$ cat src/rtl/ahb_lite_master_if.sv
// ---------------------------------------------------------------------------
// ahb_lite_master_if
//  AHB-Lite bus signal bundle between the single-outstanding initiator and a
//  slave (or a bench acting as one).
//  Parameter: ADDR_W - width of HADDR.
//  Signals:
//   HADDR  [ADDR_W] address-phase address        (master -> slave)
//   HTRANS [2]      00 IDLE / 10 NONSEQ          (master -> slave)
//   HWRITE          address-phase direction      (master -> slave)
//   HSIZE  [3]      address-phase size           (master -> slave)
//   HBURST [3]      always SINGLE                (master -> slave)
//   HWDATA [32]     data-phase write data        (master -> slave)
//   HRDATA [32]     data-phase read data         (slave -> master)
//   HREADY          transfer complete            (slave -> master)
//   HRESP  [2]      00 OKAY, anything else error (slave -> master)
// ---------------------------------------------------------------------------
interface ahb_lite_master_if #(
  parameter int ADDR_W = 8
);
  logic [ADDR_W-1:0] HADDR;
  logic [1:0]        HTRANS;
  logic              HWRITE;
  logic [2:0]        HSIZE;
  logic [2:0]        HBURST;
  logic [31:0]       HWDATA;
  logic [31:0]       HRDATA;
  logic              HREADY;
  logic [1:0]        HRESP;

  modport master (
    output HADDR, HTRANS, HWRITE, HSIZE, HBURST, HWDATA,
    input  HRDATA, HREADY, HRESP
  );

  modport slave (
    input  HADDR, HTRANS, HWRITE, HSIZE, HBURST, HWDATA,
    output HRDATA, HREADY, HRESP
  );
endinterface

$ cat src/rtl/ahb_lite_master.sv
// ---------------------------------------------------------------------------
// ahb_lite_master
//  Single-outstanding AHB-Lite initiator. Takes one request at a time from a
//  simple core port, runs it as a SINGLE NONSEQ transfer, steers byte lanes
//  in both directions and reports completion, error and read data to the core.
//  FSM: IDLE -> ADDR -> DATA -> RESP -> IDLE (misaligned: IDLE -> RESP).
//  Every output is a register.
//
//  Optional feature macro: AHB_MST_TIMEOUT_EN
//   defined   - HREADY-low cycles in ADDR/DATA are counted; reaching
//               TIMEOUT_CYC abandons the transfer and reports an error.
//   undefined - the master waits on HREADY indefinitely.
//
//  Parameters: ADDR_W (address width), TIMEOUT_CYC (wait-cycle limit).
//  Ports:
//   HCLK, HRESETn        clock, asynchronous active-low reset
//   cpu_req/wr/size      request strobe (held until cpu_done), direction, size
//   cpu_addr/wdata       byte address, right-justified write data
//   cpu_busy             high whenever the FSM is not IDLE
//   cpu_done/err/rdata   one-cycle completion pulse with status and read data
//   ahb                  AHB-Lite bus (master modport)
// ---------------------------------------------------------------------------
module ahb_lite_master #(
  parameter int ADDR_W      = 8,
  parameter int TIMEOUT_CYC = 16
) (
  input  logic              HCLK,
  input  logic              HRESETn,
  input  logic              cpu_req,
  input  logic              cpu_wr,
  input  logic [2:0]        cpu_size,
  input  logic [ADDR_W-1:0] cpu_addr,
  input  logic [31:0]       cpu_wdata,
  output logic              cpu_busy,
  output logic              cpu_done,
  output logic              cpu_err,
  output logic [31:0]       cpu_rdata,
  ahb_lite_master_if.master ahb
);

  localparam logic [1:0] ST_IDLE = 2'd0;
  localparam logic [1:0] ST_ADDR = 2'd1;
  localparam logic [1:0] ST_DATA = 2'd2;
  localparam logic [1:0] ST_RESP = 2'd3;

  localparam logic [1:0] TR_IDLE   = 2'b00;
  localparam logic [1:0] TR_NONSEQ = 2'b10;

  logic [1:0]        state_q,     state_d;
  logic [ADDR_W-1:0] haddr_q,     haddr_d;
  logic [1:0]        htrans_q,    htrans_d;
  logic              hwrite_q,    hwrite_d;
  logic [2:0]        hsize_q,     hsize_d;
  logic [31:0]       hwdata_q,    hwdata_d;
  logic [31:0]       wdata_q,     wdata_d;     // lane-replicated write data
  logic              err_acc_q,   err_acc_d;   // sticky HRESP error over DATA
  logic              cpu_busy_q,  cpu_busy_d;
  logic              cpu_done_q,  cpu_done_d;
  logic              cpu_err_q,   cpu_err_d;
  logic [31:0]       cpu_rdata_q, cpu_rdata_d;

  logic        misaligned;
  logic        resp_err;
  logic [31:0] lane_wdata;
  logic [31:0] rd_shift;
  logic [31:0] rd_extract;

  // Halfwords need addr[0]=0, words addr[1:0]=0; sizes above word are refused.
  assign misaligned = (cpu_size > 3'b010) ||
                      ((cpu_size == 3'b001) && cpu_addr[0]) ||
                      ((cpu_size == 3'b010) && (cpu_addr[1:0] != 2'b00));

  assign resp_err = (ahb.HRESP != 2'b00);

  always_comb begin
    case (cpu_size)
      3'b000:  lane_wdata = {4{cpu_wdata[7:0]}};
      3'b001:  lane_wdata = {2{cpu_wdata[15:0]}};
      default: lane_wdata = cpu_wdata;
    endcase
  end

  // Bring the addressed lane down to bit 0, then keep only the transfer size.
  assign rd_shift = ahb.HRDATA >> {haddr_q[1:0], 3'b000};

  always_comb begin
    case (hsize_q)
      3'b000:  rd_extract = {24'h0, rd_shift[7:0]};
      3'b001:  rd_extract = {16'h0, rd_shift[15:0]};
      default: rd_extract = rd_shift;
    endcase
  end

`ifdef AHB_MST_TIMEOUT_EN
  localparam int              CNT_W    = $clog2(TIMEOUT_CYC + 1);
  localparam logic [CNT_W-1:0] CNT_LAST = CNT_W'(TIMEOUT_CYC - 1);

  logic [CNT_W-1:0] wait_cnt_q, wait_cnt_d;
  logic             stalled;

  assign stalled = !ahb.HREADY && ((state_q == ST_ADDR) || (state_q == ST_DATA));
`endif

  always_comb begin
    state_d     = state_q;
    haddr_d     = haddr_q;
    htrans_d    = htrans_q;
    hwrite_d    = hwrite_q;
    hsize_d     = hsize_q;
    hwdata_d    = hwdata_q;
    wdata_d     = wdata_q;
    err_acc_d   = err_acc_q;
    cpu_busy_d  = cpu_busy_q;
    cpu_done_d  = cpu_done_q;
    cpu_err_d   = cpu_err_q;
    cpu_rdata_d = cpu_rdata_q;

    case (state_q)
      ST_IDLE: begin
        cpu_done_d = 1'b0;
        cpu_err_d  = 1'b0;
        if (cpu_req) begin
          cpu_busy_d = 1'b1;
          if (misaligned) begin
            // Refused without touching the bus.
            state_d     = ST_RESP;
            cpu_done_d  = 1'b1;
            cpu_err_d   = 1'b1;
            cpu_rdata_d = '0;
          end else begin
            state_d   = ST_ADDR;
            htrans_d  = TR_NONSEQ;
            haddr_d   = cpu_addr;
            hwrite_d  = cpu_wr;
            hsize_d   = cpu_size;
            wdata_d   = lane_wdata;
            err_acc_d = 1'b0;
          end
        end
      end

      ST_ADDR: begin
        if (ahb.HREADY) begin
          state_d  = ST_DATA;
          htrans_d = TR_IDLE;
          if (hwrite_q) begin
            hwdata_d = wdata_q;
          end
        end
      end

      ST_DATA: begin
        // Error seen on any DATA cycle, including wait cycles, sticks.
        err_acc_d = err_acc_q | resp_err;
        if (ahb.HREADY) begin
          state_d     = ST_RESP;
          cpu_done_d  = 1'b1;
          cpu_err_d   = err_acc_q | resp_err;
          cpu_rdata_d = hwrite_q ? 32'h0 : rd_extract;
        end
      end

      default: begin  // ST_RESP
        state_d    = ST_IDLE;
        cpu_busy_d = 1'b0;
        cpu_done_d = 1'b0;
        cpu_err_d  = 1'b0;
      end
    endcase
  end

`ifdef AHB_MST_TIMEOUT_EN
  // Overrides the FSM decision when the slave has stalled for too long.
  always_comb begin
    wait_cnt_d = wait_cnt_q;
    if (state_q == ST_IDLE) begin
      wait_cnt_d = '0;
    end else if (stalled) begin
      wait_cnt_d = wait_cnt_q + 1'b1;
    end
  end
`endif

  logic [1:0]  state_f;
  logic [1:0]  htrans_f;
  logic        cpu_done_f;
  logic        cpu_err_f;
  logic [31:0] cpu_rdata_f;

  always_comb begin
    state_f     = state_d;
    htrans_f    = htrans_d;
    cpu_done_f  = cpu_done_d;
    cpu_err_f   = cpu_err_d;
    cpu_rdata_f = cpu_rdata_d;
`ifdef AHB_MST_TIMEOUT_EN
    if (stalled && (wait_cnt_q == CNT_LAST)) begin
      state_f     = ST_RESP;
      htrans_f    = TR_IDLE;
      cpu_done_f  = 1'b1;
      cpu_err_f   = 1'b1;
      cpu_rdata_f = '0;
    end
`endif
  end

  always_ff @(posedge HCLK or negedge HRESETn) begin
    if (!HRESETn) begin
      state_q     <= ST_IDLE;
      haddr_q     <= '0;
      htrans_q    <= TR_IDLE;
      hwrite_q    <= 1'b0;
      hsize_q     <= 3'b000;
      hwdata_q    <= '0;
      wdata_q     <= '0;
      err_acc_q   <= 1'b0;
      cpu_busy_q  <= 1'b0;
      cpu_done_q  <= 1'b0;
      cpu_err_q   <= 1'b0;
      cpu_rdata_q <= '0;
`ifdef AHB_MST_TIMEOUT_EN
      wait_cnt_q  <= '0;
`endif
    end else begin
      state_q     <= state_f;
      haddr_q     <= haddr_d;
      htrans_q    <= htrans_f;
      hwrite_q    <= hwrite_d;
      hsize_q     <= hsize_d;
      hwdata_q    <= hwdata_d;
      wdata_q     <= wdata_d;
      err_acc_q   <= err_acc_d;
      cpu_busy_q  <= cpu_busy_d;
      cpu_done_q  <= cpu_done_f;
      cpu_err_q   <= cpu_err_f;
      cpu_rdata_q <= cpu_rdata_f;
`ifdef AHB_MST_TIMEOUT_EN
      wait_cnt_q  <= wait_cnt_d;
`endif
    end
  end

  assign ahb.HADDR  = haddr_q;
  assign ahb.HTRANS = htrans_q;
  assign ahb.HWRITE = hwrite_q;
  assign ahb.HSIZE  = hsize_q;
  assign ahb.HBURST = 3'b000;
  assign ahb.HWDATA = hwdata_q;

  assign cpu_busy  = cpu_busy_q;
  assign cpu_done  = cpu_done_q;
  assign cpu_err   = cpu_err_q;
  assign cpu_rdata = cpu_rdata_q;

endmodule

$ cat src/flat_wrapper.sv
// flat-port wrapper written by rule: the top's interface ports become plain ports
module ahb_lite_master_flat 
#(
  parameter int ADDR_W      = 8,
  parameter int TIMEOUT_CYC = 16
)
  (HCLK, HRESETn, cpu_req, cpu_wr, cpu_size, cpu_addr, cpu_wdata, cpu_busy, cpu_done, cpu_err, cpu_rdata, ahb_HADDR, ahb_HTRANS, ahb_HWRITE, ahb_HSIZE, ahb_HBURST, ahb_HWDATA, ahb_HRDATA, ahb_HREADY, ahb_HRESP);
  ahb_lite_master_if #(.ADDR_W(ADDR_W)) ahb_i ();
  input  logic HCLK;
  input  logic HRESETn;
  input  logic cpu_req;
  input  logic cpu_wr;
  input  logic [2:0] cpu_size;
  input  logic [ADDR_W-1:0] cpu_addr;
  input  logic [31:0] cpu_wdata;
  output logic cpu_busy;
  output logic cpu_done;
  output logic cpu_err;
  output logic [31:0] cpu_rdata;
  output wire logic [$bits(ahb_i.HADDR)-1:0] ahb_HADDR;
  output wire logic [$bits(ahb_i.HTRANS)-1:0] ahb_HTRANS;
  output wire logic [$bits(ahb_i.HWRITE)-1:0] ahb_HWRITE;
  output wire logic [$bits(ahb_i.HSIZE)-1:0] ahb_HSIZE;
  output wire logic [$bits(ahb_i.HBURST)-1:0] ahb_HBURST;
  output wire logic [$bits(ahb_i.HWDATA)-1:0] ahb_HWDATA;
  input wire logic [$bits(ahb_i.HRDATA)-1:0] ahb_HRDATA;
  input wire logic [$bits(ahb_i.HREADY)-1:0] ahb_HREADY;
  input wire logic [$bits(ahb_i.HRESP)-1:0] ahb_HRESP;
  assign ahb_HADDR = ahb_i.HADDR;
  assign ahb_HTRANS = ahb_i.HTRANS;
  assign ahb_HWRITE = ahb_i.HWRITE;
  assign ahb_HSIZE = ahb_i.HSIZE;
  assign ahb_HBURST = ahb_i.HBURST;
  assign ahb_HWDATA = ahb_i.HWDATA;
  assign ahb_i.HRDATA = ahb_HRDATA;
  assign ahb_i.HREADY = ahb_HREADY;
  assign ahb_i.HRESP = ahb_HRESP;
  ahb_lite_master #(.ADDR_W(ADDR_W), .TIMEOUT_CYC(TIMEOUT_CYC)) u_core (.HCLK(HCLK), .HRESETn(HRESETn), .cpu_req(cpu_req), .cpu_wr(cpu_wr), .cpu_size(cpu_size), .cpu_addr(cpu_addr), .cpu_wdata(cpu_wdata), .cpu_busy(cpu_busy), .cpu_done(cpu_done), .cpu_err(cpu_err), .cpu_rdata(cpu_rdata), .ahb(ahb_i));
endmodule
$ cat config.mk
export PLATFORM = sky130hd
export DESIGN_NAME = ahb_lite_master_flat
export DESIGN_NICKNAME = d
export VERILOG_FILES = /design/src/rtl/ahb_lite_master_if.sv /design/src/rtl/ahb_lite_master.sv /design/src/flat_wrapper.sv
export SDC_FILE = /design/constraint.sdc
export NUM_CORES = 1
export LEC_CHECK = 0
export CAP_MARGIN = 20
export CORE_UTILIZATION = 50
export CTS_CLUSTER_DIAMETER = 200
export DETAILED_ROUTE_END_ITERATION = 8
export GPL_ROUTABILITY_DRIVEN = 0
export PLACE_DENSITY = 0.83
export SLEW_MARGIN = 20
export SYNTH_ARGS = -nofsm -noshare
export SYNTH_HDL_FRONTEND = slang
export SYNTH_SLANG_ARGS = --single-unit
$ cat constraint.sdc
create_clock -name HCLK -period 4.3 [get_ports HCLK]
set_input_delay 0.86 -clock HCLK [delete_from_list [all_inputs] [get_ports HCLK]]
set_output_delay 0.86 -clock HCLK [all_outputs]
set_load 0.01 [all_outputs]
Yosys cells after proc, flatten, opt, wreduce, memory -nomap -nowiden
Index checks and enable logic that the tools add are counted.
{ "totals": {"ff_bits": 116, "in_bits": 82, "output_inout_bits": 84, "wordCells": 75} }
{ "op_classes": {"magnitude_cmp": 1, "n_eq_ne": 10, "shift": 1, "muxes": 27, "n_bitwise": 4, "n_reduce_logical": 20} }
{ "op_table": {"columns": ["operator", "count"], "rows": [
  ["$pmux W32 S2", 3],
  ["$mux W32", 4],
  ["$shr A32 B5 Y32", 1],
  ["$mux W2", 7],
  ["$reduce_and A3 Y1", 4],
  ["$ne A2 B2 Y1 const B", 4],
  ["$reduce_and A4 Y1", 2],
  ["$reduce_bool A2 Y1", 4],
  ["$mux W1", 7],
  ["$eq A3 B1 Y1 const B", 2],
  ["$logic_not A3 Y1", 2],
  ["$pmux W1 S3", 2],
  ["$pmux W2 S3", 1],
  ["$pmux W1 S2", 2],
  ["$pmux W2 S2", 1],
  ["$reduce_and A2 Y1", 2],
  ["$eq A3 B2 Y1 const B", 1],
  ["$gt A3 B2 Y1 const B", 1],
  ["$not A1 Y1", 3],
  ["$eq A2 B1 Y1 const B", 1],
  ["$eq A2 B2 Y1 const B", 1],
  ["$logic_and A1 B1 Y1", 2],
  ["$logic_not A2 Y1", 1],
  ["$logic_or A1 B1 Y1", 2],
  ["3 further kinds", 3]
]} }

Depth between registers and ports, before layout
Gate-level depths: netlist (run 1).
{ "logic_depth": {"depth_word": 7, "ltp_mapped": 10, "mapped_depth_nobuf": 6} }

Worst setup path after synthesis (run 1)
No wires, ideal clock.
{ "synth_timing": {"kind": "input to register", "startpoint": "input port cpu_size[0]", "endpoint": "register u_core.cpu_rdata_q[10], in the netlist u_core.cpu_rdata[10]", "setup_time_ns": 0.125, "t_arrival_ns": 2.155, "required_ns": 4.175, "path_slack_ns": 2.020, "path_stages": 6, "path_buffers": 2, "cell_sequence": "or3_4 a21oi_2 a2111o_1 buf_2 buf_6 mux2_4"} }
{ "synth_between": {"elab_chain_len": 6, "word_cells_on_any_way": 9, "cone_classes": "order compare (1); eq/ne (3); reduce/logical (5)"} }
{ "synth_lines": {"columns": ["item", "line", "rtl"], "rows": [
  ["start, declared", "flat_wrapper.sv:13", "input logic [2:0] cpu_size;"],
  ["parallel branches: the longest is 3 deep, another holds $gt A3 B2 Y1", null, null],
  ["$logic_or A1 B1 Y1 *", "ahb_lite_master.sv:70", "((cpu_size == 3'b001) && cpu_addr[0]) ||"],
  ["$ne A2 B1 Y1 (no line) *", null, null],
  ["$reduce_and A4 Y1 (no line) *", null, null],
  ["end signal, assigned", "ahb_lite_master.sv:236", "cpu_rdata_q <= cpu_rdata_f;"],
  ["end, declared", "ahb_lite_master.sv:60", "logic [31:0] cpu_rdata_q, cpu_rdata_d;"]
]} }
Mark *: on every way between the ends.
A chain may end at the register's enable or synchronous reset.

Worst setup path in the final report (run 1)
{ "layout_timing": {"startpoint": "input port cpu_size[0]", "endpoint": "register u_core.cpu_rdata_q[0], in the netlist u_core.cpu_rdata[0]"} }
Same word-level chain as after synthesis.

==> metrics.yaml, run 1 <==
grt:
  grt_max_degree: 63
  grt_pass1_vias: 4389
  antenna_found_initial: 0
  grt_pass1_wl_um: 22300
  grt_overflow: 0
  grt_util_all_layers_pct: 26.2
timing:
  finalCritPeriodShare_pct: 67.1
  report.final.hold_viol_count: 0
  rsz0062_at_grt: "false"
  drv_slew: 0
  max_freq_mhz: 346
  max_slew.worst_pin.slew_ps: 966
  setup_viol: 0
  relSlewSlack_pct: 35.2
  clock_skew_ps: 6.29
  period_minus_slack_ps: 2890
  fin_setup_tns_ps: 0
pwr:
  p_leak_nw: 3.57
  power_density_nw_per_um2: 670
  irDropWorstVdd_uv: 334
outcome:
  status: "finished, final reports clean"
layout:
  n_fill_cell: 779
  final_common_cell: "clkdlybuf4s50_1"
  final_cell_mix: "clkdlybuf4s50_1 (160), dfrtp_1 (115), mux2i_1 (57), nand2_1 (52), mux2_4 (41)"
  synthToLayoutAreaGrowth_pct: 40.3
  final_util_pct: 71.8
  fin_nets: 699
  n_antenna_cell: 0
  drive_gt1_share_pct: 20.6
die:
  core_um2: 10800
  die_x_um: 107
  fp.dieH_um: 107
  initial_utilization_pct: 51.2
  die-area_um2: 11500
  io_pins: 166
  rows: 38
worst_setup_path:
  max_stage_delay_ps: 800
  reg2reg_to: "u_core.cpu_rdata[0]"
  worstSetupStartpointType: "input port"
  cp_top_family: "compound AO/OA/AOI/OAI gates"
  path_buf_inv: 2
  reg2reg_from: "u_core.state_q[0]"
  worstPathCellList: "clkdlybuf4s50_1 -> buf_4 -> or3_4 -> a21oi_2 -> a2111o_2 -> mux2_2"
  rrSetupSlack_ps: 1840
  critical_path_required_ps: 4700
  critical_path.max_fanout: 32
  cp_data_arrival_time_ps: 3280
  reg2reg_depth: 6
  endpoint_kind: "flop"
  crit_type: "in -> reg"
  worst_path_max_delay_cell: "a2111o_2"
detailed_routing:
  wire_per_inst_um: 18.6
  drt_iter0_drc: 225
  first_pass_iters: 4
  drt_wl_total_um: 14200
  vias: 4110
  drc: 0
  viasPerCell: 5.39
  detail-route-antenna-nets: 0
cts:
  clockBufferDepth: 2
  numClockSinks: 115
  cts_buffers: 17
  cts_hold_repair.buffers: 0
  clock_latency_ps: 510
  cts-htree-levels: 4
  postCtsSetupBuffers: 0
  root_buffer: "clkbuf_8"
  cts_tree: "built"
  cts_resized: 0
  clk_pin_slew_worst_paths_ps: 50
yosys:
  synth_edf_count: 0
  syn_avg_cell_area_um2: 12.2
  synth_cells: 453
  ys.flop_type: "dfrtp_1"
  synth-seq-cells: 115
  yosysUniqueCellTypes: 36
  synth-async-reset-ratio_pct: 100
  yosysWarningCount: 0
  synth_area_um2: 5530
  yosysSeqAreaShare_pct: 52.1
place:
  hpwl_um: 9900
  port_buffers: 161
hold_path:
  hp-class: "in -> async"
job:
  cap_violations: 0
[worst max path at each step]
| stage | end | slack [ps] | start | cells past startpoint |
|---|---|---|---|---|
| floorplan | u_core.cpu_rdata[10] | 2020 | cpu_size[0] | 6 |
| global placement | u_core.cpu_rdata[0] | 920 | cpu_size[0] | 6 |
| detailed placement | u_core.cpu_rdata[1] | 870 | cpu_size[0] | 6 |
| CTS | u_core.cpu_rdata[1] | 1420 | cpu_size[0] | 6 |
| global route | u_core.cpu_rdata[0] | 1330 | cpu_size[0] | 6 |
| finish | u_core.cpu_rdata[0] | 1410 | cpu_size[0] | 6 |
[kinds of logic (layout without fill, tap and decap cells)]
kind of cell	after synthesis	count (layout)	share of synthesized area, %
mux	133	133	28.6
flops	115	115	52.1
simple gates	88	88	7.11
compound gates	68	68	7.00
buf+inv	44	210	4.26
fa+ha+maj	4	4	0.906
other cells	1	4	0.0679
[per-layer routing]
metal	up-vias	track usage (%)	routed length, um
li1	1887	-	-
met5	-	0	0
met3	22	8.33	1250
met2	203	44.3	6920
met4	0	9.59	197
met1	1998	31.1	5830
[report_power, final]
part           switching [W]  internal [W]
clock               0.000452      0.000825
sequential          0.000315       0.00152
combinational       0.000891       0.00120
[metrics by stage]
step,cells,cell area (um^2),setup WS (ps),power [W],hold slack [ps]
2_1_floorplan,456,5540,2020,0.00301,446
3_3_place_gp,734,7210,920,0.00382,460
3_5_place_dp,734,7210,869,0.00391,476
4_1_cts,762,7750,1420,0.00523,262
5_1_grt,762,7750,1330,0.00547,284
6_report,762,7750,1410,0.00520,270
[cell type report]
type,count,area (um^2),area share [%]
clock buffers,23,487,6.28
clock inverters,5,52.6,0.678
flip-flops and latches,115,2880,37.1
inverters,14,52.6,0.678
multi-input cells,297,2430,31.4
repair buffers,168,1670,21.6
well taps,140,175,2.26
[synthesized netlist by cell type (2+ instances only)]
cell | instances | area [um^2]
mux2i_1 | 57 | 571
buf_4 | 4 | 30.0
a21oi_1 | 11 | 55.1
buf_1 | 2 | 7.51
o22ai_1 | 10 | 62.6
buf_6 | 6 | 67.6
nor3_2 | 2 | 20.0
inv_1 | 14 | 52.6
o21ai_0 | 22 | 110
o31ai_1 | 4 | 30.0
or2_2 | 8 | 50.1
mux2_4 | 41 | 616
nor2_1 | 16 | 60.1
ha_1 | 4 | 50.1
nand2_1 | 52 | 195
clkbuf_1 | 10 | 37.5
nor2b_1 | 3 | 18.8
o21ai_1 | 14 | 70.1
dfrtp_1 | 115 | 2880
buf_2 | 8 | 40.0
mux2_2 | 35 | 394
[flip-flops by register name, summed over array words and instances (netlist names)]
register	cells
u_core.ahb.HTRANS	1
u_core.ahb.HWDATA	32
u_core.cpu_done	1
u_core.ahb.HADDR	8
u_core.cpu_rdata	32
u_core.state_q	2
u_core.cpu_busy	1
u_core.ahb.HWRITE	1
u_core.cpu_err	1
u_core.wdata_q	32
u_core.ahb.HSIZE	3
u_core.err_acc_q	1
(Power assumes the default switching activity.)
==> inputs of run 2 (changes only) <==
--- a/config.mk
+++ b/config.mk
@@ -6,11 +6,11 @@
 export NUM_CORES = 1
 export LEC_CHECK = 0
 export CAP_MARGIN = 20
-export CORE_UTILIZATION = 50
+export CORE_UTILIZATION = 47
 export CTS_CLUSTER_DIAMETER = 200
 export DETAILED_ROUTE_END_ITERATION = 8
 export GPL_ROUTABILITY_DRIVEN = 0
-export PLACE_DENSITY = 0.83
+export PLACE_DENSITY = 0.79
 export SLEW_MARGIN = 20
 export SYNTH_ARGS = -nofsm -noshare
 export SYNTH_HDL_FRONTEND = slang
==> constraint.sdc (replaced) <==
create_clock -name HCLK -period 2.7 [get_ports HCLK]
set_input_delay 0.54 -clock HCLK [delete_from_list [all_inputs] [get_ports HCLK]]
set_output_delay 0.54 -clock HCLK [all_outputs]
set_load 0.01 [all_outputs]
==> run 2 against run 1 <==
Die area up 6.3%. Sequential share of layout area down 0.62 points. Power up 64%. First-iteration DRC count down 24%. Sequential cell count unchanged. Final cell count up 1.6%. Clock-buffer cell count down 4. Non-clock buffer count up 5. Utilization down 2.8 points. Critical path type is now reg -> reg. Largest cell class unchanged.
==> metrics.yaml, run 2 (synthesis gave the netlist of run 1 again) <==
layout:
  multi_input_area_um2: 2430
  drive_gt1_share_pct: 21.9
  final_cell_mix: "clkdlybuf4s50_1 (160), dfrtp_1 (115), mux2i_1 (57), nand2_1 (52), mux2_4 (41)"
  n_antenna_cell: 0
  synthToLayoutAreaGrowth_pct: 42.7
  seqCellArea_um2: 2880
  n_fill_cell: 840
  fin_nets: 704
  final_common_cell: "clkdlybuf4s50_1"
timing:
  setup_viol: 0
  max_freq_mhz: 417
  setup_slack_ps: 304
  rsz0062_at_grt: "false"
  period_minus_slack_ps: 2400
  drv_slew: 0
  clock_skew_ps: 5.63
  report.final.hold_viol_count: 0
  max_slew.worst_pin.slew_ps: 741
  finalCritPeriodShare_pct: 88.7
  fin_setup_tns_ps: 0
  relSlewSlack_pct: 50.3
cts:
  cts_resized: 0
  cts-htree-levels: 4
  root_buffer: "clkbuf_16"
  clk_pin_slew_worst_paths_ps: 60
  postCtsSetupBuffers: 0
  numClockSinks: 115
  clockBufferDepth: 2
  cts_hold_repair.buffers: 0
  clock_latency_ps: 400
  cts_buffers: 17
  cts_tree: "built"
place:
  hpwl_um: 9750
  place_ws_ps: 180
  port_buffers: 161
grt:
  grt_pass1_wl_um: 22100
  grt_overflow: 0
  grt_pass1_vias: 4370
  grt_util_all_layers_pct: 23.1
  antenna_found_initial: 0
  grt_max_degree: 72
worst_setup_path:
  reg2reg_depth: 6
  rrSetupSlack_ps: 300
  crit_type: "reg -> reg"
  endpoint_kind: "flop"
  worstSetupStartpoint: "u_core.state_q[0]"
  cp_data_arrival_time_ps: 2720
  critical_path.max_fanout: 10
  critical_path_required_ps: 3020
  endpoint: "u_core.cpu_rdata[30]"
  worstSetupStartpointType: "flop"
  reg2reg_from: "u_core.state_q[0]"
  reg2reg_to: "u_core.cpu_rdata[30]"
die:
  rows: 39
  initial_utilization_pct: 48.4
  core_um2: 11400
  die_x_um: 110
  die-area_um2: 12200
  fp.dieH_um: 110
  io_pins: 166
detailed_routing:
  first_pass_iters: 4
  vias: 4133
  wire_per_inst_um: 17.7
  drt_iter0_drc: 171
  viasPerCell: 5.34
  drc: 0
  drt_wl_total_um: 13700
  detail-route-antenna-nets: 0
pwr:
  power_density_nw_per_um2: 1080
  p_leak_nw: 3.63
  irDropWorstVdd_uv: 736
outcome:
  status: "finished, final reports clean"
job:
  cap_violations: 0
hold_path:
  hp-class: "in -> async"
## run 2: worst max-delay path: stages (launching register included)
cell and delay [ps]:
dfrtp_1 430, inv_1 110, ha_1 280, or3b_1 580, nor3_2 600, nand2_1 140
mux2i_1 170
## run 2: power breakdown
part | total [W] | switching [W] | internal (W)
Combinational | 0.00342 | 0.00147 | 0.00196
Clock | 0.00224 | 0.000822 | 0.00142
Sequential | 0.00285 | 0.000435 | 0.00242
Total | 0.00851 | 0.00272 | 0.00579
## run 2: metrics by stage
step / utilization, % / std cells / hold slack, ps / cell area [um^2] / power [W]
after detailed placement: 63.7 / 742 / 472 / 7280 / 0.00628
after global placement: 63.7 / 742 / 459 / 7280 / 0.00617
after global routing: 69.1 / 774 / 168 / 7890 / 0.00896
after CTS: 69.0 / 774 / 145 / 7880 / 0.00857
final: 69.1 / 774 / 135 / 7890 / 0.00851
after floorplan: - / 456 / 244 / 5540 / 0.00480
## run 2: how the worst min path moves through the flow
stage,end,depth (start not counted)
after global routing,u_core.cpu_rdata[20],1
after CTS,u_core.cpu_rdata[20],1
after detailed placement,u_core.wdata_q[21],2
after global placement,u_core.wdata_q[18],2
after floorplan,u_core.ahb.HADDR[0],0
final,u_core.cpu_rdata[20],1
## run 2: layer usage
metal / vias to the layer above / GRT usage (%) / wire [um]
met2: 172 / 38.1 / 6670
met1: 2040 / 27.5 / 5650
met3: 20 / 8.40 / 1220
met4: 0 / 9.07 / 192
li1: 1901 / - / -
met5: - / 0 / 0
## run 2: area by class of cell
class,count,share of cell area (%)
Clock buffer,19,5.74
Multi-Input combinational cell,297,30.9
Timing Repair Buffer,173,22.0
Tap cell,143,2.27
Inverter,14,0.666
Sequential cell,115,36.5
Clock inverter,13,1.94
